<file path="config.mk">
export PLATFORM = sky130hd
export DESIGN_NAME = soc_run_ctrl
export DESIGN_NICKNAME = d
export VERILOG_FILES = /design/src/rtl/soc_run_ctrl.sv
export SDC_FILE = /design/constraint.sdc
export NUM_CORES = 1
export LEC_CHECK = 0
export ABC_AREA = 1
export BUFFER_PORTS_ARGS = -buffer_cell sky130_fd_sc_hd__buf_2
export CORE_AREA = 2 2 107 109
export DETAILED_ROUTE_END_ITERATION = 7
export DIE_AREA = 0 0 109 111
export PLACE_DENSITY = 0.82
export SLEW_MARGIN = 20
export SYNTH_ARGS = -nofsm -noshare
export SYNTH_HDL_FRONTEND = slang
export SYNTH_SLANG_ARGS = --single-unit
</file>
<file path="constraint.sdc">
create_clock -name clk -period 1.8 [get_ports clk]
set_input_delay 0.09 -clock clk [delete_from_list [all_inputs] [get_ports clk]]
set_output_delay 0.09 -clock clk [all_outputs]
set_load 0.005 [all_outputs]
</file>
<file path="src/rtl/soc_run_ctrl.sv">
// -----------------------------------------------------------------------------
// soc_run_ctrl
//
// Run controller for the single-cycle RV32I SoC. Holds the core in reset while
// a host loader streams a program image into memory, releases the core, and
// ends the run on a store to the TOHOST word (halt) or when the cycle budget
// runs out (timeout). Also owns the memory write-port mux between the loader
// and the core data port.
//
// Optional feature macro: RUN_CTRL_WDT_KICK_EN
//   When defined, a core store to KICK_ADDR during RUN restarts an internal
//   watchdog and is kept out of memory; the timeout then measures cycles since
//   the last kick (or run start) instead of total RUN cycles.
//
// Ports:
//   clk, rst                        clock, synchronous active-high reset
//   ld_valid/ld_ready/ld_addr/
//   ld_data/ld_last                 loader beat handshake (word writes)
//   start                           run the existing image without loading
//   core_rst                        registered reset to the core, low in RUN
//   cd_we/cd_wstrb/cd_addr/cd_wdata core data-port write request
//   m_we/m_wstrb/m_addr/m_wdata     memory write port
//   busy                            LOAD or RUN
//   done/timeout                    sticky end-of-run status
//   exit_code                       data of the halting store
//   cycle_count                     RUN cycles of the last or current run
// -----------------------------------------------------------------------------
module soc_run_ctrl #(
    parameter logic [31:0] TOHOST_ADDR = 32'h1000_0004,
    parameter logic [31:0] MAX_CYCLES  = 32'd1_000_000,
    parameter logic [31:0] KICK_ADDR   = 32'h1000_0008
) (
    input  logic        clk,
    input  logic        rst,

    input  logic        ld_valid,
    output logic        ld_ready,
    input  logic [31:0] ld_addr,
    input  logic [31:0] ld_data,
    input  logic        ld_last,
    input  logic        start,

    output logic        core_rst,

    input  logic        cd_we,
    input  logic [3:0]  cd_wstrb,
    input  logic [31:0] cd_addr,
    input  logic [31:0] cd_wdata,

    output logic        m_we,
    output logic [3:0]  m_wstrb,
    output logic [31:0] m_addr,
    output logic [31:0] m_wdata,

    output logic        busy,
    output logic        done,
    output logic        timeout,
    output logic [31:0] exit_code,
    output logic [31:0] cycle_count
);

    localparam logic [2:0] ST_IDLE = 3'd0;
    localparam logic [2:0] ST_LOAD = 3'd1;
    localparam logic [2:0] ST_RUN  = 3'd2;
    localparam logic [2:0] ST_DONE = 3'd3;
    localparam logic [2:0] ST_TOUT = 3'd4;

    // Budget is checked one cycle early so the run ends after exactly MAX_CYCLES.
    localparam logic [31:0] LAST_CYCLE = MAX_CYCLES - 32'd1;

    logic [2:0]  state_q, state_d;
    logic        core_rst_q, core_rst_d;
    logic        done_q, done_d;
    logic        timeout_q, timeout_d;
    logic [31:0] exit_code_q, exit_code_d;
    logic [31:0] cycle_count_q, cycle_count_d;

    logic        in_run;
    logic        idle_like;
    logic        beat;
    logic        halt_hit;
    logic        kick_hit;
    logic        budget_hit;
    logic        tout_hit;
    logic        enter_run;
    logic        leave_end;
    logic [31:0] budget_cnt;

    // Low address bits of loader beats are ignored (word writes only).
    logic        unused_ld_addr;
    assign unused_ld_addr = ^ld_addr[1:0];

    // -------------------------------------------------------------------------
    // Decodes
    // -------------------------------------------------------------------------
    always_comb begin
        in_run    = (state_q == ST_RUN);
        idle_like = (state_q == ST_IDLE) || (state_q == ST_DONE) || (state_q == ST_TOUT);
        ld_ready  = !in_run;
        beat      = ld_valid && ld_ready;
        halt_hit  = in_run && cd_we && (cd_addr[31:2] == TOHOST_ADDR[31:2]);
    end

`ifdef RUN_CTRL_WDT_KICK_EN
    logic [31:0] wdog_q, wdog_d;

    always_comb begin
        kick_hit   = in_run && cd_we && (cd_addr[31:2] == KICK_ADDR[31:2]);
        budget_cnt = wdog_q;
    end

    always_comb begin
        wdog_d = wdog_q;
        if (enter_run) begin
            wdog_d = 32'd0;
        end else if (in_run) begin
            wdog_d = kick_hit ? 32'd0 : wdog_q + 32'd1;
        end
    end

    always_ff @(posedge clk) begin
        if (rst) begin
            wdog_q <= 32'd0;
        end else begin
            wdog_q <= wdog_d;
        end
    end
`else
    // Without the watchdog, KICK_ADDR is an ordinary address.
    logic unused_kick_addr;
    assign unused_kick_addr = ^KICK_ADDR;

    always_comb begin
        kick_hit   = 1'b0;
        budget_cnt = cycle_count_q;
    end
`endif

    always_comb begin
        budget_hit = in_run && (budget_cnt == LAST_CYCLE);
        // Halt takes priority over an expiring budget in the same cycle.
        tout_hit   = budget_hit && !halt_hit;
    end

    // -------------------------------------------------------------------------
    // Next state
    // -------------------------------------------------------------------------
    always_comb begin
        state_d = state_q;
        case (state_q)
            ST_IDLE, ST_DONE, ST_TOUT: begin
                // A loader beat wins over start in the same cycle.
                if (beat) begin
                    state_d = ld_last ? ST_RUN : ST_LOAD;
                end else if (start) begin
                    state_d = ST_RUN;
                end
            end
            ST_LOAD: begin
                if (beat && ld_last) begin
                    state_d = ST_RUN;
                end
            end
            ST_RUN: begin
                if (halt_hit) begin
                    state_d = ST_DONE;
                end else if (tout_hit) begin
                    state_d = ST_TOUT;
                end
            end
            default: state_d = ST_IDLE;
        endcase
        if (rst) begin
            state_d = ST_IDLE;
        end
    end

    always_comb begin
        enter_run = (state_d == ST_RUN) && !in_run;
        leave_end = ((state_q == ST_DONE) || (state_q == ST_TOUT)) && (state_d != state_q);
    end

    // -------------------------------------------------------------------------
    // Status / counters next-state
    // -------------------------------------------------------------------------
    always_comb begin
        core_rst_d = (state_d != ST_RUN);

        done_d = done_q;
        if (leave_end) begin
            done_d = 1'b0;
        end
        if (halt_hit) begin
            done_d = 1'b1;
        end

        timeout_d = timeout_q;
        if (leave_end) begin
            timeout_d = 1'b0;
        end
        if (tout_hit) begin
            timeout_d = 1'b1;
        end

        exit_code_d = halt_hit ? cd_wdata : exit_code_q;

        cycle_count_d = cycle_count_q;
        if (enter_run) begin
            cycle_count_d = 32'd0;
        end else if (in_run) begin
            cycle_count_d = cycle_count_q + 32'd1;
        end
    end

    always_ff @(posedge clk) begin
        if (rst) begin
            state_q       <= ST_IDLE;
            core_rst_q    <= 1'b1;
            done_q        <= 1'b0;
            timeout_q     <= 1'b0;
            exit_code_q   <= 32'd0;
            cycle_count_q <= 32'd0;
        end else begin
            state_q       <= state_d;
            core_rst_q    <= core_rst_d;
            done_q        <= done_d;
            timeout_q     <= timeout_d;
            exit_code_q   <= exit_code_d;
            cycle_count_q <= cycle_count_d;
        end
    end

    // -------------------------------------------------------------------------
    // Memory write-port mux
    // -------------------------------------------------------------------------
    always_comb begin
        m_we    = 1'b0;
        m_wstrb = 4'hF;
        m_addr  = {ld_addr[31:2], 2'b00};
        m_wdata = ld_data;
        if (in_run) begin
            // Control-word stores (halt, kick) never reach memory.
            m_we    = cd_we && !halt_hit && !kick_hit;
            m_wstrb = cd_wstrb;
            m_addr  = cd_addr;
            m_wdata = cd_wdata;
        end else begin
            m_we = beat;
        end
        if (rst) begin
            m_we = 1'b0;
        end
    end

    // -------------------------------------------------------------------------
    // Outputs
    // -------------------------------------------------------------------------
    always_comb begin
        core_rst    = core_rst_q;
        busy        = (state_q == ST_LOAD) || in_run;
        done        = done_q;
        timeout     = timeout_q;
        exit_code   = exit_code_q;
        cycle_count = cycle_count_q;
    end

endmodule

</file>
After elaboration in Yosys (flattened, before gate mapping):

Index checks and enable logic that the tools add are counted.

* reduce and logical (&&, ||, !) cells: 18
* eq/ne operators: 9
* $add $sub $neg: 1
* muxes and demuxes: 16

Operator list (count)
* 32-bit two-way mux: 2
* 32-bit by 1-bit adder with 32-bit output (second input constant): 1
* 32-bit by 20-bit == test with 1-bit output (second input constant): 1
* 30-bit by 27-bit == test with 1-bit output (second input constant): 1
* 3-bit two-way mux: 6
* 3-bit by 2-bit == test with 1-bit output (second input constant): 3
* 1-bit logical AND: 9
* 3-bit one-hot mux with 3 select lines: 1
* 1-bit two-way mux: 5
* 4-bit two-way mux: 1
* 2-bit nonzero test: 2
* 3-bit by 1-bit == test with 1-bit output (second input constant): 1
* 3-bit == test (second input constant): 1
* 3-bit logical NOT: 1
* 3-bit by 2-bit inequality test with 1-bit output (second input constant): 1
* 3-bit inequality test: 1
* 3-bit OR reduction: 1
* 1-bit logical NOT: 2
* 1-bit logical OR: 2
* 2-bit two-way mux: 1
* 2-bit OR reduction: 1

* output and inout port bits: 138
* input bits: 138
* logic and storage cells: 50
* bits in registers: 70

Longest topological paths before layout:

Gate-level depths: netlist of the first run.

* depth after elaboration: 13
* mapped depth: 16
* mapped depth without buffers: 16

Worst setup path after synthesis of the first run:

OpenSTA, ideal clock, no wires.

* path type: register -> register
* from: register cycle_count_q[0], in the netlist cycle_count[0]
* to: register cycle_count_q[22], in the netlist cycle_count[22]
* stages on the path, launching flop included: 13
* library setup time: 0.122 ns
* path slack: 0.007 ns
* required time: 1.678 ns
* arrival: 1.671 ns
* cells stage by stage: dfxtp_1 -> ha_1 -> nand3_1 -> nor2_4 -> nand4_2 -> inv_2 -> nand3_2 -> nor3_4 -> nand3_1 -> nor2_1 -> nand2_1 -> nor2_1 -> nor3b_2

* longest elaborated chain between the ends: 10
* elaborated cells on any way between the ends: 11
* classes of those cells: add/sub (1); eq/ne (2); mux (4); reduce/logical (4)

RTL lines
* start: declaration: RTL line 76 `logic [31:0] cycle_count_q, cycle_count_d;`
* start signal: assignment: RTL line 229 `cycle_count_q <= cycle_count_d;`
* 32-bit by 20-bit == test with 1-bit output: RTL line 140 `budget_hit = in_run && (budget_cnt == LAST_CYCLE);`
* 1-bit logical AND: RTL line 140
* 1-bit logical AND: RTL line 142 `tout_hit = budget_hit && !halt_hit;`
* 3-bit two-way mux: RTL line 167 `end else if (tout_hit) begin`
* 3-bit two-way mux: RTL line 165 `if (halt_hit) begin`
* 3-bit one-hot mux with 3 select lines: RTL line 150 `case (state_q)`
* 3-bit two-way mux: RTL line 173 `if (rst) begin`
* 3-bit by 2-bit == test with 1-bit output: RTL line 179 `enter_run = (state_d == ST_RUN) && !in_run;`
* 1-bit logical AND: RTL line 179
* 2-bit OR reduction (no source line)

Parallel ways exist; a longest one is shown, timed or not.
A chain may end at the register's enable or synchronous reset.

Worst setup path after layout of the first run:

* from: register cycle_count_q[13], in the netlist cycle_count[13]
* to: register cycle_count_q[16], in the netlist cycle_count[16]

Same word-level chain as after synthesis.

==> results of run 1 <==
==> logic make-up after synthesis <==
| logic type | synth area share |
|---|---|
| simple gates | 0.3249 |
| compound gates | 0.1742 |
| buf+inv | 0.1116 |
| flops | 0.3453 |
| xor+xnor | 0.04100 |
| fa+ha+maj | 0.003082 |
==> worst max-delay path by stage <==
stage	start	end	slack, ps	cells past startpoint
CTS	cycle_count[1]	cycle_count[21]	-30	11
detailed placement	cycle_count[2]	cycle_count[21]	-100	11
floorplan	cycle_count[0]	cycle_count[22]	7	12
finish	cycle_count[13]	cycle_count[16]	-260	14
global placement	cycle_count[2]	cycle_count[21]	-60	11
global route	cycle_count[13]	cycle_count[16]	-360	14
==> state kept, by name (all words and copies together), names as in the netlist <==
signal	cells
exit_code	32
timeout	1
state_q	3
core_rst	1
cycle_count	32
done	1
==> worst reg2reg max path: cells and delay by family, from the launching register on <==
family | cells | cell delay, ps
and+or+nand+nor | 10 | 1080
buffers and inverters | 2 | 270
AOI/OAI and AO/OA | 2 | 250
DFF | 1 | 380
==> per-stage QoR <==
stage	util	cells
6_report	0.6047	1118
5_1_grt	0.6047	1118
4_1_cts	0.5801	1106
3_5_place_dp	0.5360	1080
3_3_place_gp	0.5360	1080
2_1_floorplan	-	638
==> where the power goes <==
part,internal [uW],leakage [uW],switching (uW)
Sequential,1580,0.000569,28.5
Clock,1390,0.000172,667
Combinational,757,0.00292,964
==> cell type report <==
type	instances	area [um2]
Clock inverter	6	108.9
Timing Repair Buffer	348	2038
Clock buffer	10	239.0
Multi-Input combinational cell	453	2379
Tap cell	143	178.9
Fill cell	988	4379
Inverter	88	335.3
Sequential cell	70	1419
==> routing by layer <==
layer | up-vias | track usage
met5 | - | 0
met4 | 2 | 0.08889
met3 | 46 | 0.06643
met2 | 261 | 0.3764
met1 | 2434 | 0.2919
li1 | 2683 | -
==> repair_timing <==
item | CTS | global route
resized for setup | 11 | 51
endpoints found under the setup margin | 48 | 97
endpoints found under the hold margin | 5 | 0
cloned | 1 | 2
pin swaps | 6 | 21
hold buffers | 4 | 0
setup buffers | 5 | 10
==> synth_stat cells (2+ instances only) <==
library cell	instances
buf_4	2
nand2_1	165
buf_1	7
clkbuf_1	16
nor4_1	3
buf_2	2
nand3_1	20
o21ai_0	91
nand4_1	3
nor2_2	3
nor3b_2	2
inv_1	83
xor2_1	14
nor3_2	4
or2_2	9
inv_2	4
nand3_2	2
nor3_1	9
nor2_1	64
a21oi_1	44
xnor2_1	5
dfxtp_1	70
==> run summary, run 1 <==
The flow ran to the end, but the final reports show violations. The final reports fail on negative setup slack. The reg-to-reg setup timing slack is -260 ps.

The H-tree generated during clock tree synthesis spans 3 levels. Measured against its own limit, the worst slew margin works out to 0.7729. The number of global-route vias before repair is 4828. The ratio of cells with drive above 1 in the final layout came out at 0.4421. The count of buffers inserted at the top-level ports came out at 273. After detailed routing, the number of vias per cell comes to 4.853.

The end of the worst register-to-register path is cycle_count[16]. The worst endpoint required time came out at 2050 ps. The die width came out at 109 um. The worst min-delay path endpoint is exit_code[16].

After the last flow step, the layout net total stands at 1109. The share of the Yosys chip area taken by registers is 0.3453. The slack of the critical path came out at -255.4 ps. The wire length reported by the detailed router is 15.89 mm. Setup repair after global routing could not meet its margin everywhere.

The clock arrives with 7.817 ps of skew. The worst slack at placement came out at -100.0 ps. In this run the critical register-to-register path is launched from cycle_count[13]. The number of slew-limit violations in the final report is 0.

The cell area after layout is 0.006698 mm2. The synthesized netlist net count is 777. The area of the placeable core is 0.01108 mm2. The repair_antennas step left the layout with diodes totalling 0. In this run the core area contains 39 standard-cell rows. The first-pass GRT wire length is 22.62 mm.

CTS placed an instance of clkbuf_16 at the clock tree root. The Yosys step of the flow raised 0 warnings. Of all cell types, the one taking the most synthesized area is dfxtp_1. The highest ir drop seen on vdd is 0.4584 mV. Among the stages of the critical path, the cell type that occurs most often is nand2_1.

The number of search-and-repair iterations in the first detailed-routing pass is 5. STA classifies the critical path startpoint as a register. The worst hold path stage count came out at 3. The synthesized design contains 70 register bits. For this design the ratio of total power to cell area is 803.9 mW/mm2. The met2 routed wirelength is 7.727 mm. Clock-pin slew was measured on the worst setup and hold paths at 60 ps. The leading cell type in the layout, fill and taps excluded is buf_2.

The tool flagged a number of max-cap violations equal to 0. The growth of design area from synthesis to finish is 65.01%. In the synthesized netlist the dominant register cell turns out to be dfxtp_1. The detailed router placed 5426 vias in this run. Broken down by cell family, the worst path's largest delay share belongs to simple AND/OR/NAND/NOR gates. The fraction of registers with async set or reset after synthesis came out at 0.

The critical path's slowest cell is dfxtp_1. After synthesis the cells add up to 0.004059 mm2. The endpoint arrival time on the critical path is 2300 ps. The total number of clock tree sinks is 70.

The placement-stage cell area came out at 0.005937 mm2. The y dimension of the die is 111 um. The average instance in the mapped netlist occupies 6.362 um2. The final number of hold-violating endpoints came to 0. Dividing the detail-routed wire length by the instance count gives 14.21 um. TritonCTS built the clock tree.

The final global-route overflow total is 0. The clock period minus final worst setup slack came out at 2055 ps. The portion of the clock cycle consumed by the worst path in the final layout is 1.142. The initial utilization of the core area, before any placement, comes to 0.3664.

The clock insertion delay at the later pin of the skew report is 330 ps. The final hold slack is 11.15 ps. The worst setup path is captured at a register.

The path class of the tightest hold or removal check is input pin to register. The delay of the slowest critical-path stage is 380 ps. The setup TNS after final layout is -5502 ps. In this run, CTS created clock tree buffers numbering 9. By area the synthesized netlist is led by dfxtp_1, nand2_1, o21ai_0. The highest net fanout along the worst path came out at 16. Summing internal, switching and leakage power gives 5384 uW. The number of primary I/O pins is 276. The HPWL after detailed placement came out at 10.80 mm.

The final estimated routing congestion in global placement is 0.9310. Leaving out fill and tap cells, the most frequent cells in the layout are buf_2, nand2_1, o21ai_0. The gate count of the mapped netlist is 638. The met3 wire length is 1.300 mm. In the final routing, the length of wire on met1 measures 6.309 mm. The number of enable-type register cells in the synthesized netlist is 0. The critical path buffer and inverter count came out at 2. The analysis attributes to cell leakage a power of 0.003666 uW.

The initial antenna violation count came out at 1. The upper clock frequency limit came out at 486.5 MHz. Traced cell by cell, the critical path runs through nor2_1 -> nand3_1 -> nor2_1 -> nand2_1 -> nor2_2 -> nand2_1 -> nand2_1 -> nand2_2 -> nand2_2 -> inv_2 -> nand2_4 -> o21ai_4 -> clkbuf_16 -> a21oi_1. The first routing iteration left 374 violations.

For the pin with the worst max-slew slack, the measured transition is 339.4 ps. The depth of the worst register-to-register path came out at 14. The overall global routing resource usage is 0.2335.

After synthesis, the netlist uses 38 different library cells. The die outline area came out at 0.01210 mm2. The highest layer touched by signal routing is met5. The startpoint-to-endpoint class of the critical path is register to register. Setup violations remaining at the end of the flow were counted as 34. Entering global routing, the biggest net connects 63 pins. The clock passes through at most 2 buffers.

Of the post-synthesis cell area, the dominant cell type holds 0.3453. The beginning of the worst hold path is cd_wdata[16]. The count of antenna-violating nets left after detailed routing came out at 0. The DRC violations left came out at 0.
No activity file was read; power rests on OpenSTA's default activity.
==> run 2: changes to the inputs <==
==> constraint.sdc (replaced) <==
create_clock -name clk -period 1.8 [get_ports clk]
set_input_delay 0.09 -clock clk [delete_from_list [all_inputs] [get_ports clk]]
set_output_delay 0.09 -clock clk [all_outputs]
set_load 0.05 [all_outputs]
==> run summary, run 2 (synthesized netlist as in run 1, its figures left out) <==
The y dimension of the die is 111 um (unchanged). The highest ir drop seen on vdd came out at 0.7601 mV (+66%). The die outline area came out at 0.01210 mm2 (unchanged). The library cells used most frequently in the layout, excluding fill and tap cells, are buf_2, nand2_1, buf_4. The endpoint arrival time on the critical path is 2190 ps (-110 ps). The actual transition at the worst max-transition pin is 327.8 ps (-11.54 ps).

The total number of clock tree sinks was 70 (unchanged). The clock buffer count from CTS came out at 9 (unchanged). The H-tree depth reported by CTS came out at 3 (unchanged).

The leakage power of the design came out at 0.003794 uW (+3.5%). The maximum count of clock buffers along a single path came out at 2 (unchanged). The setup TNS after final layout came to -3198 ps (+2304 ps). Leaving out fill and tap cells, the most frequent cell in the layout is buf_2. The number of primary I/O pins is 276 (unchanged).

The growth of design area from synthesis to finish came out at 75.74%. The highest net fanout along the worst path was 6 (-10). The checks that failed: negative setup slack.

The number of violations of the max-capacitance limit is 0 (unchanged). The power density over cell area came to 988.0 mW/mm2 (+23%). The maximum number of pins on one net before global-route repair is 60 (-4.8%). The ratio of cells with drive above 1 in the final layout came out at 0.5152 (+0.07310).

The wire length reported by the detailed router came to 16.46 mm (+3.6%). The slack of the critical path is -161.2 ps (+94.24 ps). The worst slew margin relative to its limit came out at 0.7798 (+0.006848). The count of antenna-violating nets left after detailed routing is 0 (unchanged). The DRC violations left came out at 0 (unchanged). The count of buffers inserted at the top-level ports came out at 273 (unchanged).

The cell at the root of the clock tree is clkbuf_16. The number of placed instances with taps included is 1092 (+1.1%). The per-cell via count in the routed design is 4.823 (-0.63%). The number of slew-limit violations in the final report came out at 0 (unchanged). The setup-violating endpoint count in the final report came to 37 (+8.8%). The worst setup path is launched from a register. The sequential cell area in the final layout was 0.001456 mm2 (+2.6%). TritonCTS built the clock tree. The area of the placeable core is 0.01108 mm2 (unchanged).

The number of search-and-repair iterations in the first detailed-routing pass is 6 (+1). The final number of hold-violating endpoints came out at 0 (unchanged). The area occupied by multi-input gates came out at 0.002572 mm2 (+8.2%).

The startpoint-to-endpoint class of the critical path is register to register. The number of global-route vias before repair is 5058 (+4.8%). Setup repair after global routing could not meet its margin everywhere. The worst endpoint required time came out at 2030 ps (-20 ps). The fill cell instance count of the final layout is 911 (-7.8%).

The first-pass GRT wire length came out at 24.03 mm (+6.3%). The final estimated routing congestion in global placement is 0.8910 (-4.3%). The final setup skew came out at 5.778 ps (-2.039 ps). The clock insertion delay at the later pin of the skew report is 340 ps (about the same). The number of standard-cell rows in the floorplan came out at 39 (unchanged). The path class of the tightest hold or removal check is input pin to register. The average wire per cell in the routed design is 14.50 um (+2.0%).

STA classifies the critical path endpoint as a register. The final net count is 1124 (+1.4%). The upper clock frequency limit came out at 509.9 MHz (+4.8%). The final global-route overflow total came out at 0 (unchanged). The clock-pin slew of the registers on the worst-case setup and hold paths came out at 60 ps (about the same). The die width is 109 um (unchanged).

The clock period minus final worst setup slack was 1961 ps (-94.24 ps). The initial core utilization is 0.3664 (unchanged). The portion of the clock cycle consumed by the worst path in the final layout came to 1.090 (-0.05236). The flow ran to the end, but the final reports show violations. The number of standard cells in the layout, taps in and fillers out is 1135 (+1.5%). The vias after detailed routing came out at 5474 (+0.88%). The violation count after the first detailed-routing iteration is 276 (-26%). The HPWL after detailed placement came to 11.73 mm (+8.6%). The initial antenna violation count is 1 (unchanged).

The overall global routing resource usage is 0.2540 (+0.02049).
## run 2: through the flow
| stage | hold WS [ps] | setup WS [ps] | utilization | cell area, um2 | power (uW) |
|---|---|---|---|---|---|
| 4_1_cts | 0.3307 | -73.98 | 0.6109 | 6766 | 6881 |
| 5_1_grt | 2.643 | -298.4 | 0.6437 | 7131 | 7323 |
| 3_5_place_dp | 303.7 | -111.0 | 0.5586 | 6187 | 4707 |
| 2_1_floorplan | 159.1 | -344.5 | - | 4193 | 3879 |
| 6_report | 5.799 | -161.2 | 0.6440 | 7133 | 7047 |
| 3_3_place_gp | 297.4 | -53.03 | 0.5586 | 6187 | 4679 |
## run 2: report_power, final
part / internal, uW / switching (uW) / total, uW
combinational: 1000 / 2450 / 3450
sequential: 1580 / 31.9 / 1610
clock: 1240 / 753 / 1990
## run 2: routing by layer
| metal | routed length (um) | GRT usage | vias up |
|---|---|---|---|
| met3 | 1157 | 0.06114 | 44 |
| met4 | 649 | 0.1239 | 0 |
| met1 | 6288 | 0.2907 | 2471 |
| li1 | - | - | 2712 |
| met2 | 8362 | 0.4348 | 247 |
| met5 | 0 | 0 | - |
## run 2: critical path, cell delays in order (launching register included)
cell and delay [ps]:
dfxtp_4 390, nand2_1 160, nor3_2 210, nand4_1 230
nor3_1 220, nand3_1 210, nor2_2 190, xor2_2 210
nor2_4 60
## run 2: area by class of cell
class | count | area share
tap | 143 | 0.02508
timing repair buffer | 363 | 0.3161
multi-input combinational | 453 | 0.3606
clock buffer | 9 | 0.03157
sequential | 70 | 0.2042
inverter | 88 | 0.04736
clock inverter | 7 | 0.01438
antenna | 2 | 0.0007016
## run 2: path summary, 6_finish.rpt
path	start	endpoint	slack (ps)	depth (start not counted)
min reg2reg	done	done	470	2
max reg2reg	cycle_count[7]	cycle_count[27]	-160	8
min	cd_wdata[28]	exit_code[28]	6	3
max	cycle_count[7]	cycle_count[27]	-160	8
## run 2: what timing repair did
action                                  in CTS  in global routing
pin swaps                                    9                 33
cloned                                       1                  2
hold endpoints to repair                     4                  0
hold buffers                                 3                  0
resized for setup                           55                 66
setup buffers                                7                 13
endpoints found under the setup margin      94                 93
==> run 3: changes to the inputs <==
--- a/config.mk
+++ b/config.mk
@@ -10,7 +10,7 @@
 export CORE_AREA = 2 2 107 109
 export DETAILED_ROUTE_END_ITERATION = 7
 export DIE_AREA = 0 0 109 111
-export PLACE_DENSITY = 0.82
+export PLACE_DENSITY = 0.73
 export SLEW_MARGIN = 20
 export SYNTH_ARGS = -nofsm -noshare
 export SYNTH_HDL_FRONTEND = slang
==> run summary, run 3 (synthesized netlist as in run 1, its figures left out) <==
Counting stages on the worst path, the most repeated cell is buf_4. The per-cell via count in the routed design came out at 4.848 (+0.53%). The worst slack at placement was -94.54 ps (+16.49 ps). The vias after detailed routing is 5503 (+0.53%). The worst endpoint required time came out at 2020 ps (about the same). STA classifies the critical path endpoint as a register. The die width came to 109 um (unchanged). The clock period minus final worst setup slack came out at 2008 ps (+46.95 ps).

The final number of hold-violating endpoints came to 0 (unchanged). The final global-route overflow total is 0 (unchanged). The leakage power of the design came out at 0.003855 uW (+1.6%). By startpoint and endpoint, the worst setup path is classified as register to register.

The DRC violations left came out at 0 (unchanged). The number of standard-cell rows in the floorplan came out at 39 (unchanged). Setup repair after global routing could not meet its margin everywhere. For this design, the slowest cell found on the critical path is dfxtp_2. The flow ran to the end, but the final reports show violations. The actual transition at the worst max-transition pin came out at 359.3 ps (+31.46 ps). The number of violations of the max-capacitance limit is 0 (unchanged). The growth of design area from synthesis to finish is 79.47%. The clock buffer count from CTS came out at 9 (unchanged). The final net count is 1125 (+0.089%). Leaving out fill and tap cells, the most frequent cells in the layout are buf_2, nand2_1, buf_4. The signal on the critical path passes through inv_2 -> nand3_4 -> buf_4 -> nor3_1 -> nand4_1 -> nor3_2 -> nand3_1 -> buf_4 -> xor2_1 -> nor2_1. The average wire per cell in the routed design came out at 15.12 um (+4.2%). The violation count after the first detailed-routing iteration was 285 (+3.3%). The wire length reported by the detailed router came out at 17.16 mm (+4.2%). The delay of the slowest critical-path stage is 320 ps (-70 ps). The tree is rooted in a clkbuf_16. The endpoint arrival time on the critical path is 2220 ps (+30 ps). The count of antenna-violating nets left after detailed routing came to 0 (unchanged). The worst hold path class is input pin to register. The setup-violating endpoint count in the final report came out at 45 (+22%). The final estimated routing congestion in global placement is 0.9835 (+10%). The first-pass GRT wire length came out at 23.67 mm (-1.5%). The count of buffers inserted at the top-level ports came out at 273 (unchanged).

The initial core utilization came out at 0.3664 (unchanged). The maximum number of pins on one net before global-route repair is 45 (-25%). The worst slew margin relative to its limit is 0.7580 (-0.02182). The fill cell instance count of the final layout is 943 (+3.5%). The number of search-and-repair iterations in the first detailed-routing pass is 5 (-1).

The maximum count of clock buffers along a single path is 2 (unchanged). The highest ir drop seen on vdd is 0.7430 mV (-2.3%). The number of slew-limit violations in the final report is 0 (unchanged).

The initial antenna violation count is 2 (+1). The total number of clock tree sinks came out at 70 (unchanged). STA classifies the critical path startpoint as a register. The final reports fail on negative setup slack. The highest net fanout along the worst path came out at 6 (unchanged). The ratio of cells with drive above 1 in the final layout came out at 0.5152 (unchanged). The area of the placeable core is 0.01108 mm2 (unchanged). The upper clock frequency limit came out at 498.0 MHz (-2.3%).

The slack of the critical path was -208.1 ps (-46.95 ps). The library cell used most frequently in the layout, excluding fill and tap cells, is buf_2. The clock-pin slew of the registers on the worst-case setup and hold paths came out at 60 ps (about the same). The setup TNS after final layout came out at -4225 ps (-1027 ps). The clock insertion delay at the later pin of the skew report came out at 330 ps (about the same).

The final setup skew came out at 2.719 ps (-3.059 ps). The portion of the clock cycle consumed by the worst path in the final layout came out at 1.116 (+0.02609). The y dimension of the die came out at 111 um (unchanged). The HPWL after detailed placement came out at 11.77 mm (+0.31%). The power density over cell area was 1002 mW/mm2 (+1.4%). The reg-to-reg setup timing slack came to -210 ps (-50 ps). The overall global routing resource usage came out at 0.2489 (-0.005061). TritonCTS built the clock tree. The number of global-route vias before repair is 5044 (-0.28%). The H-tree depth reported by CTS came out at 3 (unchanged). The number of primary I/O pins came out at 276 (unchanged). The die outline area was 0.01210 mm2 (unchanged).
[run 3: cell types whose count changed in the layout (fill, tap and decap cells not counted), sizes merged]
cell         before  now
buf             358  357
bufinv            2    0
clkbuf           11   20
clkinv            2    0
clkinvlp          0    3
dlygate4sd3       3    1
inv              91   87
nand3            24   23
[run 3: power by group]
part           leakage (uW)  internal, uW  switching [uW]  total [uW]
clock network      0.000133          1050             674        1720
registers          0.000583          1580            26.5        1600
logic               0.00314          1350            2620        3970
total               0.00386          3980            3320        7300
[run 3: routing by layer]
metal  track usage  share of wire
met1        0.2962           0.38
met4        0.1171          0.040
met3       0.06820          0.091
met2        0.4095           0.49
met5             0              0
[run 3: worst paths after layout]
| kind | start | end | cells after the start |
|---|---|---|---|
| worst max-delay path | state_q[0] | cycle_count[23] | 10 |
| worst min-delay path | cd_wdata[27] | exit_code[27] | 3 |
| worst max register to register | state_q[0] | cycle_count[23] | 10 |
| worst min register to register | done | done | 2 |
[run 3: through the flow]
| stage | hold WS [ps] | area (um2) | instances | util | total power [uW] |
|---|---|---|---|---|---|
| 2_1_floorplan | 159.1 | 4193 | 638 | - | 3879 |
| 3_3_place_gp | 302.0 | 6175 | 1090 | 0.5574 | 4761 |
| 3_5_place_dp | 301.0 | 6175 | 1090 | 0.5574 | 4776 |
| 4_1_cts | 0.8894 | 6765 | 1114 | 0.6108 | 6782 |
| 5_1_grt | 22.47 | 7282 | 1134 | 0.6574 | 7541 |
| 6_report | 7.787 | 7284 | 1135 | 0.6576 | 7296 |
[run 3: cell type report]
type	count	area (um2)	share of cell area
Antenna cell	2	5.005	0.0006870
Clock buffer	13	271.5	0.03727
Clock inverter	2	15.01	0.002061
Inverter	88	336.6	0.04620
Multi-Input combinational cell	452	2497	0.3428
Sequential cell	70	1454	0.1996
Tap cell	143	178.9	0.02456
Timing Repair Buffer	365	2526	0.3468
[run 3: repair_timing]
item | 4_1_cts | 5_1_grt
cloned | 1 | 9
endpoints found under the setup margin | 98 | 114
pin swaps | 5 | 15
setup buffers | 8 | 11
hold endpoints to repair | 2 | 0
resized for setup | 69 | 104
hold buffers | 1 | 0
[run 3: worst max-delay path: cells and delay by family (launching register included)]
kind / cells / cell delay (ps)
xor+xnor: 1 / 150
buf+inv: 3 / 430
flops: 1 / 320
simple gates: 6 / 990
